==> config.mk <==
export PLATFORM = sky130hd
export DESIGN_NAME = led_bank_arbiter
export DESIGN_NICKNAME = d
export VERILOG_FILES = /design/src/rtl/led_arb_pkg.sv /design/src/rtl/rr_pick.sv /design/src/rtl/led_bank_arbiter.sv
export SDC_FILE = /design/constraint.sdc
export NUM_CORES = 1
export LEC_CHECK = 0
export CAP_MARGIN = 20
export CORE_MARGIN = 2
export CORE_UTILIZATION = 30
export DETAILED_ROUTE_END_ITERATION = 6
export GPL_ROUTABILITY_DRIVEN = 0
export PLACE_DENSITY_LB_ADDON = 0.25
export RECOVER_POWER = 100
export SLEW_MARGIN = 20
export SYNTH_ARGS = -nofsm -noshare
export SYNTH_HDL_FRONTEND = slang
export SYNTH_SLANG_ARGS = --single-unit
==> constraint.sdc <==
create_clock -name clk -period 2.75 [get_ports clk]
set_input_delay 0.55 -clock clk [delete_from_list [all_inputs] [get_ports clk]]
set_output_delay 0.55 -clock clk [all_outputs]
set_load 0.01 [all_outputs]
==> src/rtl/led_arb_pkg.sv <==
`default_nettype none
// ============================================================================
//  Module   : led_arb_pkg
//  Purpose  : Shared constants for the LED bank arbiter. Holds the pattern
//             width per requester and the 2-bit state encoding of the
//             arbiter FSM.
//  Ports    : none (package)
//  Revision : 1.0  initial release
// ============================================================================
package led_arb_pkg;

    localparam int LED_W = 5;

    typedef logic [1:0] state_t;

    localparam state_t ST_IDLE = 2'd0;
    localparam state_t ST_OWN  = 2'd1;
    localparam state_t ST_GAP  = 2'd2;

endpackage
`default_nettype wire

==> src/rtl/rr_pick.sv <==
`default_nettype none
// ============================================================================
//  Module   : rr_pick
//  Purpose  : Combinational round-robin picker. Finds the first set request
//             bit searching upward from last+1 (mod NREQ).
//  Ports    : req  - request vector, one bit per requester
//             last - index of the most recent owner
//             any  - high when at least one request is set
//             idx  - index of the winning requester (valid when any=1)
//  Revision : 1.0  initial release
// ============================================================================
module rr_pick #(
    parameter int NREQ = 4,
    parameter int IW   = $clog2(NREQ)
) (
    input  logic [NREQ-1:0] req,
    input  logic [IW-1:0]   last,
    output logic            any,
    output logic [IW-1:0]   idx
);

    // Walk the search order backwards so the candidate closest to last+1
    // is the one written last and therefore wins.
    always_comb begin
        idx = '0;
        for (int k = NREQ; k >= 1; k--) begin
            logic [IW-1:0] cand;
            cand = IW'((int'(last) + k) % NREQ);
            if (req[cand]) begin
                idx = cand;
            end
        end
        any = |req;
    end

endmodule
`default_nettype wire

==> src/rtl/led_bank_arbiter.sv <==
`default_nettype none
// ============================================================================
//  Module   : led_bank_arbiter
//  Purpose  : Shares the LED bank (LED1..LED5, green, red) between NREQ
//             requesters with round-robin arbitration, a time-slice limit
//             and a one-cycle break-before-make gap between owners. While
//             nobody owns the bank the green LED shows a heartbeat.
//  Ports    : clk        - system clock
//             rst_n      - asynchronous reset, active-low
//             req        - level requests, one bit per requester
//             pat        - LED patterns, LED_W bits per requester, bit0->LED1
//             gnt        - registered one-hot grant
//             led1..led5 - registered active-high LEDs
//             ledg_n     - green LED, active-low, heartbeat while idle
//             ledr_n     - red LED, active-low, lit while an owner drives
//  Revision : 1.0  initial release
// ============================================================================
module led_bank_arbiter
    import led_arb_pkg::*;
#(
    parameter int NREQ       = 4,
    parameter int SLICE_LOG2 = 22,
    parameter int HB_BIT     = 23
) (
    input  logic                  clk,
    input  logic                  rst_n,
    input  logic [NREQ-1:0]       req,
    input  logic [NREQ*LED_W-1:0] pat,
    output logic [NREQ-1:0]       gnt,
    output logic                  led1,
    output logic                  led2,
    output logic                  led3,
    output logic                  led4,
    output logic                  led5,
    output logic                  ledg_n,
    output logic                  ledr_n
);

    localparam int IW = $clog2(NREQ);
    localparam logic [IW-1:0]   LAST_RST = IW'(NREQ - 1);
    localparam logic [NREQ-1:0] ONE_HOT0 = {{(NREQ-1){1'b0}}, 1'b1};

    state_t                 state, next_state;
    logic [IW-1:0]          last_owner, next_owner;  // current owner while in OWN
    logic [SLICE_LOG2-1:0]  slice_cnt;
    logic [HB_BIT:0]        hb, hb_next;

    logic                   pick_any;
    logic [IW-1:0]          pick_idx;
    logic                   slice_exp;
    logic                   other_req;
    logic                   hold;

    logic [LED_W-1:0]       pat_arr [NREQ];
    logic [NREQ-1:0]        owner_oh;

    logic [NREQ-1:0]        gnt_d;
    logic [LED_W-1:0]       led_d, led_q;
    logic                   ledg_d, ledr_d;

    genvar gi;
    generate
        for (gi = 0; gi < NREQ; gi++) begin : g_pat_split
            assign pat_arr[gi] = pat[gi*LED_W +: LED_W];
        end
    endgenerate

    rr_pick #(
        .NREQ (NREQ),
        .IW   (IW)
    ) u_pick (
        .req  (req),
        .last (last_owner),
        .any  (pick_any),
        .idx  (pick_idx)
    );

    assign hb_next   = hb + 1'b1;
    assign slice_exp = &slice_cnt;
    assign owner_oh  = ONE_HOT0 << last_owner;
    assign other_req = |(req & ~owner_oh);

    // State register and counters
    always_ff @(posedge clk or negedge rst_n) begin
        if (!rst_n) begin
            state      <= ST_IDLE;
            last_owner <= LAST_RST;
            slice_cnt  <= '0;
            hb         <= '0;
        end else begin
            state      <= next_state;
            last_owner <= next_owner;
            hb         <= hb_next;
            // Held at zero outside OWN so every OWN entry starts a full
            // slice; wraps naturally on expiry when the owner keeps the bank.
            if (state == ST_OWN) begin
                slice_cnt <= slice_cnt + 1'b1;
            end else begin
                slice_cnt <= '0;
            end
        end
    end

    // Next-state logic
    always_comb begin
        next_state = state;
        next_owner = last_owner;
        case (state)
            ST_IDLE, ST_GAP: begin
                if (pick_any) begin
                    next_state = ST_OWN;
                    next_owner = pick_idx;
                end else begin
                    next_state = ST_IDLE;
                end
            end
            ST_OWN: begin
                // Release and expiry on the same edge collapse into one GAP.
                if (!req[last_owner] || (slice_exp && other_req)) begin
                    next_state = ST_GAP;
                end
            end
            default: begin
                next_state = ST_IDLE;
            end
        endcase
    end

    // Output logic: values loaded into the output registers at the edge.
    // The grant follows the state being entered; LEDs and the red LED only
    // follow the owner's pattern once it has already held the bank for a
    // cycle, giving the one-cycle pattern delay.
    always_comb begin
        hold   = (state == ST_OWN) && (next_state == ST_OWN);
        gnt_d  = (next_state == ST_OWN) ? (ONE_HOT0 << next_owner) : '0;
        led_d  = hold ? pat_arr[last_owner] : '0;
        ledr_d = !hold;
        ledg_d = (next_state == ST_IDLE) ? hb_next[HB_BIT] : 1'b1;
    end

    always_ff @(posedge clk or negedge rst_n) begin
        if (!rst_n) begin
            gnt    <= '0;
            led_q  <= '0;
            ledg_n <= 1'b1;
            ledr_n <= 1'b1;
        end else begin
            gnt    <= gnt_d;
            led_q  <= led_d;
            ledg_n <= ledg_d;
            ledr_n <= ledr_d;
        end
    end

    assign led1 = led_q[0];
    assign led2 = led_q[1];
    assign led3 = led_q[2];
    assign led4 = led_q[3];
    assign led5 = led_q[4];

endmodule
`default_nettype wire
==> flow_summary.yaml, run 1 <==
timing:
  timing.max_slew.rel_slack_pct: -0.317
  period_share_pct: 86.7
  setup_slack_ns: 0.364
  finalSetupViolCount: 0
  rsz0062_at_grt: "no"
  final.setup.tns_ns: 0
  min_period_ns: 2.39
  worst_pin_slew_ns: 1.50
  max_freq_ghz: 0.419
  hold_viol_final: 0
  maxSlewViolCount: 28
  fin_skew_ns: 0.00626
  timing.hold.ws_ns: 0.459
layout:
  nFillCells: 988
  drive_above_1_share_pct: 9.63
  nets: 349
  multi_input_area_um2: 1350
  final_common_cell: "dfrtp_1"
  final_cell_mix: "57 x dfrtp_1, 31 x nor2_1, 24 x clkdlybuf4s50_1"
  seq_area_um2: 1530
  syn2layout_area_growth_pct: 23.8
  n_antenna_cell: 0
yosys:
  yosysTopAreaCell: "dfrtp_1"
  synthDistinctLibCells: 42
  postSynthAreaPerCell_um2: 11.0
  async_flop_share_pct: 100
  synth_top_cells_by_area: "dfrtp_1 48%, xnor2_1 5.9%, xor2_1 5.9%"
  syn_inst: 271
  synthFlopType: "dfrtp_1"
  yosysTopAreaCellShare_pct: 47.8
  syn_nets: 303
  synth-seq-cells: 61
  seq_area_frac_synth_pct: 51.3
  yosysWarnings: 0
  synth-edff-count: 0
  netlist_area_um2: 2990
die:
  die_x_um: 104
  die_area_um2: 10800
  rows: 36
  boundaryPins: 37
  dieHeight_um: 104
  start_util_pct: 30.7
  core_area_um2: 9730
route:
  routedWlPerCell_um: 13.1
  first_pass_iters: 4
  drt.antenna.violating_nets: 0
  route.vias.total: 2077
  drt_iter0_drc: 51
  wl_mm: 5.96
  wl_met3_um: 305
  viasPerCell: 4.56
  drc: 0
  met2_length_mm: 2.62
  routed.top_layer: "met4"
  drt-met1-wl_mm: 2.94
setup_path:
  arrival_ns: 2.59
  critPathBufInv: 1
  critical_path_class: "register to register"
  startpoint_type: "register"
  crit_required_ns: 2.96
  path_delay_family: "flip-flops"
  crit_slowest_cell: "dfstp_1"
  end_kind: "register"
  crit_fanout: 11
  max_stage_delay_ns: 0.79
  r2r_setup_slack_ns: 0.36
  path_cells: "mux4_2 > a21o_1 > a211o_1 > and3_1 > inv_1 > nor3_1"
clocking:
  cts_setup_buffers: 0
  clock_latency_ns: 0.33
  cts_root_buf: "clkbuf_8"
  cts_buffers: 9
  cts_buffer_depth: 2
  cts-htree-levels: 3
  post_cts_resized: 0
  cts.reportedPaths.clkPinSlew_ns: 0.07
  cts_tree: "built"
  hold_buffers: 0
  numClockSinks: 61
power_and_ir_drop:
  power_frac_seq_pct: 39.7
  p_int_w: 0.00196
  peakVddDrop_uv: 349
  p_comb_share_pct: 28.7
  p_leak_nw: 1.62
  switching_power_w: 0.000856
  power_density_nw_per_um2: 763
  swShare_pct: 30.4
  clock_power_share_pct: 31.6
outcome:
  violations: "capacitance limit, slew limit"
  status: "finished, violations left"
grt:
  grtUsageTotal_pct: 11.8
  antenna_found_initial: 0
  grt-ovfl-total: 0
  grt_pass1_vias: 2037
  grt_max_degree: 35
  grt_pass1_wl_mm: 10.0
place:
  hpwl_mm: 4.29
  port_buffers: 36
  dp_slack_ns: 0.190
worst_hold_path:
  hold_class: "register to register"
job:
  maxCapViolCount: 1
worst paths after layout:
kind                       cells after the start     startpoint       endpoint
min in group asynchronous                      1          rst_n  slice_cnt[11]
max reg2reg                                    6  last_owner[0]         gnt[0]
max in group asynchronous                      2          rst_n          hb[9]
min                                            1         hb[23]         hb[23]
max                                            6  last_owner[0]         gnt[0]
min reg2reg                                    1         hb[23]         hb[23]
area by class of cell:
class / instances / share of cell area [%]
Sequential cell: 61 / 41.4
Multi-Input combinational cell: 192 / 36.4
Timing Repair Buffer: 40 / 10.2
Tap cell: 133 / 4.50
Clock buffer: 12 / 4.20
Clock inverter: 4 / 1.90
Inverter: 13 / 1.32
kinds of logic after synthesis:
logic type      count (synthesis)  synth area share [%]
buf+inv                        18                  2.56
simple gates                  118                  21.2
fa+ha+maj                       6                  2.51
compound gates                 18                  4.44
flops                          61                  51.3
xor+xnor                       40                  11.7
mux                            10                  6.29
power by group through the flow:
stage | Clock [W] | Sequential [W] | Combinational, W
2_1_floorplan | 0 | 0.00111 | 0.000590
3_3_place_gp | 0 | 0.00115 | 0.000867
3_5_place_dp | 0 | 0.00114 | 0.000876
4_1_cts | 0.000917 | 0.00113 | 0.000878
5_1_grt | 0.000963 | 0.00114 | 0.000896
6_report | 0.000890 | 0.00112 | 0.000810
sequential cells by signal, summed over array words and instances (netlist names):
name,flops
gnt,4
hb,24
last_owner,2
led_q,5
ledg_n,1
ledr_n,1
slice_cnt,22
state,2
metrics by stage:
stage,cells,area [µm²],util [%],power (W)
after global placement,439,3520,36.2,0.00201
after detailed placement,439,3520,36.2,0.00202
after floorplan,271,2990,-,0.00170
after CTS,455,3750,38.5,0.00293
final,455,3700,38.0,0.00282
after global routing,455,3700,38.0,0.00300
routing by layer:
layer,vias to the layer above,GRT usage (%)
met5,-,0
met4,0,4.34
met3,10,4.72
met2,38,17.0
met1,995,16.1
li1,1034,-
synth_stat cells, types with 4 or more instances:
cell type,number
xor2_1,20
mux4_2,7
nor2_1,31
and3_1,9
dfstp_2,4
nand2_1,18
inv_1,13
xnor2_1,20
nand3_1,14
ha_1,6
nand4_1,12
and2_1,4
nor2b_1,7
nor4_1,4
dfrtp_1,57
nor3_1,5
worst register-to-register path, stage by stage, from the launching register on:
cell     delay [ns]
dfstp_1        0.79
mux4_2         0.62
a21o_1         0.20
a211o_1        0.27
and3_1         0.22
inv_1          0.10
nor3_1         0.06
Power figures use the tool's default switching activity.
==> run 2: changes to the inputs <==
--- a/config.mk
+++ b/config.mk
@@ -6,6 +6,7 @@
 export NUM_CORES = 1
 export LEC_CHECK = 0
 export CAP_MARGIN = 20
+export CORE_ASPECT_RATIO = 1.1
 export CORE_MARGIN = 2
 export CORE_UTILIZATION = 30
 export DETAILED_ROUTE_END_ITERATION = 6
==> run 2 against run 1 <==
Against the previous run:
- the run still ends with capacitance limit, slew limit left
- global-route usage shrank 0.61 points
- non-clock buffer count shrank 1
- first-iteration DRC count grew 130%
- largest cell class unchanged
- largest power group unchanged
==> flow_summary.yaml, run 2 (synthesis results as in run 1) <==
layout:
  design_area_um2: 3670
  syn2layout_area_growth_pct: 23.1
  largest_reg_flops: 24
  final_common_cell: "dfrtp_1"
  largest-register: "hb"
  n_antenna_cell: 0
  nets: 348
  final_cell_count_no_fill: 441
  reg_top3: "hb x24, slice_cnt x22, led_q x5"
  nFillCells: 997
  final_cell_mix: "57 x dfrtp_1, 31 x nor2_1, 24 x clkdlybuf4s50_1"
  drive_above_1_share_pct: 9.66
timing:
  final.setup.tns_ns: 0
  maxSlewViolCount: 61
  timing.max_slew.rel_slack_pct: -0.230
  worst_pin_slew_ns: 1.50
  timing.hold.ws_ns: 0.459
  period_share_pct: 87.0
  hold_viol_final: 0
  max_freq_ghz: 0.418
  fin_skew_ns: 0.00872
  finalSetupViolCount: 0
  min_period_ns: 2.39
  rsz0062_at_grt: "no"
grt:
  grtUsageTotal_pct: 11.2
  grt-ovfl-total: 0
  grt_max_degree: 62
  grt_pass1_wl_mm: 9.60
  grt_pass1_vias: 2031
  antenna_found_initial: 0
die:
  rows: 38
  dieHeight_um: 109
  core_area_um2: 9790
  start_util_pct: 30.5
  die_x_um: 99.1
  die_area_um2: 10800
  boundaryPins: 37
setup_path:
  r2r-end: "gnt[3]"
  reg2reg_from: "last_owner[0]"
  end_kind: "register"
  startpoint_type: "register"
  critPathBufInv: 0
  crit_slowest_cell: "dfstp_1"
  crit_fanout: 12
  cp-startpoint: "last_owner[0]"
  reg2reg_depth: 5
  crit_required_ns: 3.00
  arrival_ns: 2.64
  max_stage_delay_ns: 0.82
  path_cells: "mux4_2 > a21o_1 > a211o_1 > and3_1 > nor3b_1"
  endpoint: "gnt[3]"
  r2r_setup_slack_ns: 0.36
  critical_path_class: "register to register"
  path_delay_family: "flip-flops"
  crit_cells: 5
clocking:
  numClockSinks: 61
  cts_root_buf: "clkbuf_8"
  cts_tree: "built"
  cts_setup_buffers: 0
  cts.reportedPaths.clkPinSlew_ns: 0.06
  hold_buffers: 0
  cts-htree-levels: 3
  post_cts_resized: 0
  cts_buffers: 9
  cts_buffer_depth: 2
  clock_latency_ns: 0.34
route:
  wl_mm: 5.55
  drt_iter0_drc: 116
  drt.antenna.violating_nets: 0
  routedWlPerCell_um: 12.6
  first_pass_iters: 6
  viasPerCell: 4.70
  drc: 0
  route.vias.total: 2071
place:
  placed_area_um2: 3490
  port_buffers: 36
  place_inst: 425
  hpwl_mm: 3.97
outcome:
  violations: "capacitance limit, slew limit"
  status: "finished, violations left"
worst_hold_path:
  hold_class: "register to register"
  min_from: "hb[23]"
power_and_ir_drop:
  power_w: 0.00280
  peakVddDrop_uv: 555
  p_leak_nw: 1.62
  power_density_nw_per_um2: 762
job:
  maxCapViolCount: 1
run 2: worst min-delay path by stage:
stage | end | slack (ns) | cells after the start
floorplan | gnt[0] | 0.25 | 0
global placement | hb[23] | 0.45 | 1
detailed placement | hb[23] | 0.46 | 1
CTS | hb[19] | 0.39 | 2
global route | hb[23] | 0.49 | 1
finish | hb[23] | 0.46 | 1
run 2: per-stage QoR:
stage	setup WS, ns	utilization [%]
after floorplan	0.315	-
after global placement	0.225	35.6
after detailed placement	0.216	35.6
after CTS	0.522	37.9
after global routing	0.205	37.5
final	0.357	37.5
run 2: cell type report:
| type | count | area (µm²) | area share, % |
|---|---|---|---|
| Sequential cell | 61 | 1530 | 41.7 |
| Inverter | 13 | 48.8 | 1.33 |
| Tap cell | 120 | 150 | 4.09 |
| Timing Repair Buffer | 39 | 372 | 10.1 |
| Multi-Input combinational cell | 192 | 1350 | 36.6 |
| Clock buffer | 12 | 155 | 4.22 |
| Clock inverter | 4 | 70.1 | 1.91 |
run 2: report_power, final:
| part | leakage [nW] | switching, W | total, W | internal [W] |
|---|---|---|---|---|
| Clock | 0.116 | 0.000334 | 0.000891 | 0.000557 |
| Sequential | 0.814 | 0.000106 | 0.00112 | 0.00102 |
| Combinational | 0.686 | 0.000404 | 0.000786 | 0.000382 |
| Total | 1.62 | 0.000845 | 0.00280 | 0.00196 |
run 2: routing by layer:
| metal | vias to the layer above | global-route usage [%] | wire [µm] |
|---|---|---|---|
| met2 | 35 | 16.7 | 2560 |
| met3 | 10 | 3.53 | 224 |
| met5 | - | 0 | 0 |
| li1 | 1031 | - | - |
| met1 | 995 | 15.0 | 2680 |
| met4 | 0 | 4.99 | 91 |
run 2: worst reg2reg max path: stages, from the launching register on:
cell	delay, ns
dfstp_1	0.82
mux4_2	0.61
a21o_1	0.20
a211o_1	0.27
and3_1	0.21
nor3b_1	0.20
==> run 3: changes to the inputs <==
--- a/config.mk
+++ b/config.mk
@@ -13,6 +13,7 @@
 export GPL_ROUTABILITY_DRIVEN = 0
 export PLACE_DENSITY_LB_ADDON = 0.25
 export RECOVER_POWER = 100
+export REMOVE_ABC_BUFFERS = 1
 export SLEW_MARGIN = 20
 export SYNTH_ARGS = -nofsm -noshare
 export SYNTH_HDL_FRONTEND = slang
==> run 3 against run 2 <==
Against the previous run:
- the flow now finishes without violations
- final cell count is 0.23% higher
- global-route usage increased by 1.2 points
- wire length is 6.8% higher
- combinational power grew 4.2%
- sequential power is essentially flat
- clock-buffer cell count down 1
- critical path depth up 1
- core utilization is 0.17 points lower
- die area did not move
- design area shrank 0.44%
- flip-flop and latch count unchanged
- first-iteration DRC count down 24%
- critical path type unchanged
- critical endpoint is now gnt[2]
- largest cell class unchanged
- largest power group unchanged
==> flow_summary.yaml, run 3 (synthesis results as in run 1) <==
outcome:
  status: "finished clean"
layout:
  drive_above_1_share_pct: 9.94
  final_common_cell: "dfrtp_1"
  largest_reg_flops: 24
  reg_top3: "hb x24, slice_cnt x22, led_q x5"
  n_antenna_cell: 0
  syn2layout_area_growth_pct: 22.5
  nets: 350
  final_cell_mix: "57 x dfrtp_1, 31 x nor2_1, 24 x clkdlybuf4s50_1"
  largest-register: "hb"
die:
  die_area_um2: 10800
  start_util_pct: 30.5
  die_x_um: 99.1
  dieHeight_um: 109
  rows: 38
  boundaryPins: 37
  core_area_um2: 9790
grt:
  grt_pass1_vias: 2160
  antenna_found_initial: 0
  grt_pass1_wl_mm: 10.4
  grt_max_degree: 26
  grtUsageTotal_pct: 12.4
  grt-ovfl-total: 0
timing:
  period_share_pct: 85.3
  max_freq_ghz: 0.426
  final.setup.tns_ns: 0
  worst_pin_slew_ns: 1.23
  min_period_ns: 2.35
  setup_slack_ns: 0.404
  timing.max_slew.rel_slack_pct: 18.3
  maxSlewViolCount: 0
  finalSetupViolCount: 0
  rsz0062_at_grt: "no"
  hold_viol_final: 0
  fin_skew_ns: 0.0137
place:
  port_buffers: 36
  hpwl_mm: 4.27
  dp_slack_ns: 0.204
power_and_ir_drop:
  p_leak_nw: 1.60
  power_density_nw_per_um2: 751
  peakVddDrop_uv: 307
setup_path:
  arrival_ns: 2.56
  critical_path_class: "register to register"
  startpoint_type: "register"
  end_kind: "register"
  crit_required_ns: 2.96
  crit_fanout: 14
  reg2reg_depth: 6
route:
  wl_met3_um: 197
  viasPerCell: 4.82
  wl_mm: 5.93
  routedWlPerCell_um: 13.4
  routed.top_layer: "met4"
  drt_iter0_drc: 88
  first_pass_iters: 5
  route.vias.total: 2131
  drt-met1-wl_mm: 2.87
  drt.antenna.violating_nets: 0
  met2_length_mm: 2.78
  drc: 0
job:
  maxCapViolCount: 0
clocking:
  cts.reportedPaths.clkPinSlew_ns: 0.08
  numClockSinks: 61
  cts_root_buf: "clkbuf_8"
  cts_setup_buffers: 0
  cts-htree-levels: 3
  cts_buffer_depth: 2
  clock_latency_ns: 0.34
  cts_tree: "built"
  cts_buffers: 9
  hold_buffers: 0
  post_cts_resized: 0
worst_hold_path:
  hold_class: "input port to async pin"
run 3: cell types whose count changed in the layout (fill, tap and decap cells not counted):
cell / previous run / this run
clkbuf_1: 2 / 3
dfstp_2: 3 / 4
clkinvlp_4: 0 / 1
dfstp_1: 1 / 0
buf_4: 1 / 2
buf_2: 1 / 0
bufinv_16: 2 / 1
run 3: through the flow:
step,cell area (µm²),total power (W),hold slack (ns),instances,utilization [%]
after global routing,3660,0.00293,0.483,442,37.3
after detailed placement,3500,0.00204,0.461,427,35.7
after floorplan,2960,0.00166,0.254,266,-
final,3660,0.00275,0.444,442,37.3
after global placement,3500,0.00204,0.449,427,35.7
after CTS,3700,0.00285,0.192,442,37.8
run 3: cell type report:
| type | instances | area, µm² |
|---|---|---|
| Timing Repair Buffer | 41 | 382 |
| Sequential cell | 61 | 1530 |
| Fill cell | 967 | 6140 |
| Tap cell | 120 | 150 |
| Clock inverter | 4 | 47.5 |
| Clock buffer | 11 | 151 |
| Multi-Input combinational cell | 192 | 1350 |
| Inverter | 13 | 48.8 |
run 3: power breakdown:
part           leakage, nW  switching, W  internal [W]  total (W)
registers            0.814      0.000106       0.00102    0.00113
clock network        0.101      0.000344      0.000460   0.000803
logic                0.689      0.000427      0.000391   0.000819
total                 1.60      0.000877       0.00187    0.00275
run 3: worst paths after layout:
check	from	to	slack, ns
min in group clk	hb[23]	hb[23]	0.46
worst max-delay path	last_owner[0]	gnt[2]	0.40
max in group asynchronous	rst_n	led_q[0]	1.00
worst max register to register	last_owner[0]	gnt[2]	0.40
worst min register to register	hb[23]	hb[23]	0.46
worst min-delay path	rst_n	slice_cnt[16]	0.44
run 3: metal layers:
| metal | vias to the layer above | track usage, % |
|---|---|---|
| met5 | - | 0 |
| met4 | 0 | 5.28 |
| met3 | 6 | 3.21 |
| met2 | 33 | 19.1 |
| met1 | 1056 | 16.6 |
| li1 | 1036 | - |
run 3: worst max-delay path: stages (launching register included):
cell and delay (ns):
dfstp_2 0.77, mux4_2 0.61, a21o_1 0.21, a211o_1 0.28, and3_1 0.21, inv_1 0.10, nor3b_1 0.06
